==> config.mk <==
export PLATFORM = sky130hd
export DESIGN_NAME = counter
export DESIGN_NICKNAME = d
export VERILOG_FILES = /design/src/rtl/counter.sv
export SDC_FILE = /design/constraint.sdc
export NUM_CORES = 1
export LEC_CHECK = 0
export ABC_AREA = 1
export BUFFER_PORTS_ARGS = -buffer_cell sky130_fd_sc_hd__clkbuf_2
export CORE_AREA = 2 2 39 41
export DETAILED_ROUTE_END_ITERATION = 6
export DIE_AREA = 0 0 41 43
export MAX_ROUTING_LAYER = met4
export PLACE_DENSITY = 0.49
export SETUP_SLACK_MARGIN = 0.4
export SLEW_MARGIN = 30
export SYNTH_ARGS = -nofsm -noshare
export SYNTH_HDL_FRONTEND = slang
export SYNTH_SLANG_ARGS = --single-unit
export TNS_END_PERCENT = 30
==> constraint.sdc <==
create_clock -name clk -period 1.4 [get_ports clk]
set_clock_uncertainty 0.15 [all_clocks]
set_input_delay 0.21 -clock clk [delete_from_list [all_inputs] [get_ports clk]]
set_output_delay 0.21 -clock clk [all_outputs]
set_load 0.005 [all_outputs]
==> src/rtl/counter.sv <==
`default_nettype none
// ============================================================================
// Module  : counter
// Brief   : Enabled up-counter, wraps modulo 2^WIDTH, synchronous reset.
// Revision: 1.0 - initial release
// ============================================================================
module counter #(
    parameter int WIDTH       = 8,
    parameter int RESET_VALUE = 0,
    parameter int STEP        = 1
) (
    input  logic             clk,
    input  logic             reset,
    input  logic             ena,
    output logic [WIDTH-1:0] result
);

    localparam logic [WIDTH-1:0] c_reset_value = WIDTH'(RESET_VALUE);
    localparam logic [WIDTH-1:0] c_step        = WIDTH'(STEP);

    logic [WIDTH-1:0] r_count;

    // Reset outranks enable; the WIDTH-bit sum drops the carry so the count wraps.
    always_ff @(posedge clk) begin
        if (reset) begin
            r_count <= c_reset_value;
        end else if (ena) begin
            r_count <= r_count + c_step;
        end
    end

    assign result = r_count;

endmodule
`default_nettype wire

==> flow_summary.toml <==
[run_status]
status = "complete, but fails checks"
violations = "negative hold slack"

[synthesis]
synthArstFlopShare_pct = 0
syn_nets = 52
yosysTopAreaCellShare_pct = 44.29
yosys-top-cells-count = "dfxtp_1 (8), nand2_1 (8), inv_1 (7), a21oi_1 (6), nor2_1 (6)"
synth-edff-count = 0
netlist_area_um2 = 361.6
synthFlopType = "dfxtp_1"
yosysWarningCount = 0
ys_ff_latch = 8
ys_seq_area_share_pct = 44.29
syn_avg_cell_area_um2 = 7.533
synth_top_cell_by_area = "dfxtp_1"
synth_cell_type_count = 14
synth.area.top_cells = "dfxtp_1 (44%), a21oi_1 (8.3%), nand2_1 (8.3%)"
syn_inst = 48

[die]
fp.dieH_um = 43
start_util_pct = 26.13
dieArea_um2 = 1763
row_count = 14
ios = 11
core_um2 = 1384
die_w_um = 41

[sta]
post-route-period-util_pct = 80.02
hold_viol_final = 1
fin_setup_tns_ps = 0
drv_slew = 0
worstMarginPinSlew_ps = 200.8
rsz0062_at_grt = "true"
holdWs_ps = -5.358
max_freq_ghz = 0.8926
setup_viol = 0
slew-limit-headroom_pct = 86.60
post-route-min-period_ps = 1120

[layout]
area_growth_pct = 41.87
diodes = 0
final-instance-count-excl-fill = 78
largest_reg_flops = 8
final_layout_size_suffix_gt1_share_pct = 41.94
nets = 67
fillerInstances = 159
final_cell_area_um2 = 513.0

[cts]
numCtsBuffers = 3
cts.sinks = 8
cts.htree.levels = 1
tritoncts = "done"
path_clk_slew_ps = 60
clk_latency_ps = 250
cts_root_buffer = "clkbuf_4"
cts_buffer_depth = 2

[setup_path]
rrSetupSlack_ps = 280
cp_cell_sequence = "clkbuf_2"
critPathLaunch = "result[0]"
endpoint_kind = "output pin"
r2r-end = "result[6]"
r2r-start = "result[0]"
critPathMaxStageDelay_ps = 380
cp_top_family = "flip-flops"
required_ps = 1040
cp-start-kind = "flip-flop"
cp.depth = 1
reg2regPathDepth = 6
crit_type = "reg -> out"
crit_slowest_cell = "dfxtp_4"
cp.arrival_ps = 760
path_max_fanout = 5
cp_num_buf_inv = 1

[placed_design]
io_buffers = 10
dp_hpwl_um = 539.6
dpl-instance-area_um2 = 451.7
gp_congestion = 0.6905
placed_cells = 74

[drt]
drt-total-wl_um = 682
firstDrtPassIters = 3
drt_iter0_markers = 5
viasPerCell = 4.474
drc = 0
wl_per_cell_um = 8.744
ant_nets = 0
vias = 349

[power]
p_per_area_nw_per_um2 = 900.9
power.leakage_nw = 0.2207
ir_drop_mv = 0.4059

[global_route]
grt_overflow = 0
grt_usage_pct = 11.13
grt_pass1_wl_mm = 1.269
grt_max_degree = 8
grt_pass1_vias = 316
antenna_found_initial = 0

[min_path]
min_to = "result[4]"
hold_depth = 2
holdCritPathClass = "in -> reg"
min_from = "reset"

[job]
drv_cap = 0
==> per-stage QoR <==
step / utilization [%] / setup WS (ps) / power [W]
global route: 37.07 / 173.1 / 0.0005001
floorplan: - / 281.0 / 0.0002636
global placement: 32.64 / 235.8 / 0.0002799
CTS: 36.35 / 262.8 / 0.0004767
detailed placement: 32.64 / 235.7 / 0.0002791
finish: 37.07 / 279.7 / 0.0004621
==> cells by family after synthesis <==
family	count (synthesis)	share of synthesized area, %
simple gates	23	32.53
buf+inv	7	7.268
compound gates	9	12.46
flops	8	44.29
fa+ha+maj	1	3.460
==> layout make-up <==
cell class	count	area, um^2	share of cell area [%]
Clock buffer	4	26.28	5.122
Sequential cell	8	176.4	34.39
Timing Repair Buffer	10	56.30	10.98
Inverter	7	26.28	5.122
Tap cell	16	20.02	3.902
Multi-Input combinational cell	33	207.7	40.49
==> per-layer routing <==
metal | share of wire [%] | track usage [%]
met1 | 46 | 13.59
met2 | 45 | 14.06
met3 | 6.3 | 3.141
met4 | 2.5 | 10.00
met5 | 0 | -
==> cell usage in the layout, fill, tap and decap left out <==
cell,n
dfxtp_2,1
clkbuf_2,9
o21ai_0,3
dfxtp_1,3
nand3_1,2
nor2_1,6
ha_4,1
clkbuf_1,1
nand3_4,1
nand2_4,1
nor3_1,1
buf_6,1
clkbuf_4,3
dfxtp_4,4
nand3_2,1
nor2_4,2
inv_2,1
nand2_2,1
inv_1,6
a21oi_1,6
nand4_1,1
nand2_1,7
==> worst max-delay path by stage <==
stage | to | slack (ps)
floorplan | result[6] | 280
global placement | result[6] | 240
detailed placement | result[6] | 240
CTS | result[3] | 260
global route | result[6] | 170
finish | result[0] | 280
==> where the power goes <==
group	switching (W)	leakage, nW	internal (W)
combinational	0.0000183	0.137	0.0000156
clock	0.0000787	0.0150	0.000109
sequential	0.0000104	0.0683	0.000230
total	0.000107	0.221	0.000355
==> timing repair <==
action,CTS,global route
buffers inserted,0,0
hold endpoints to repair,1,1
pin swaps,6,2
endpoints found under the setup margin,13,15
resized for setup,8,3
Power figures use the tool's default switching activity.
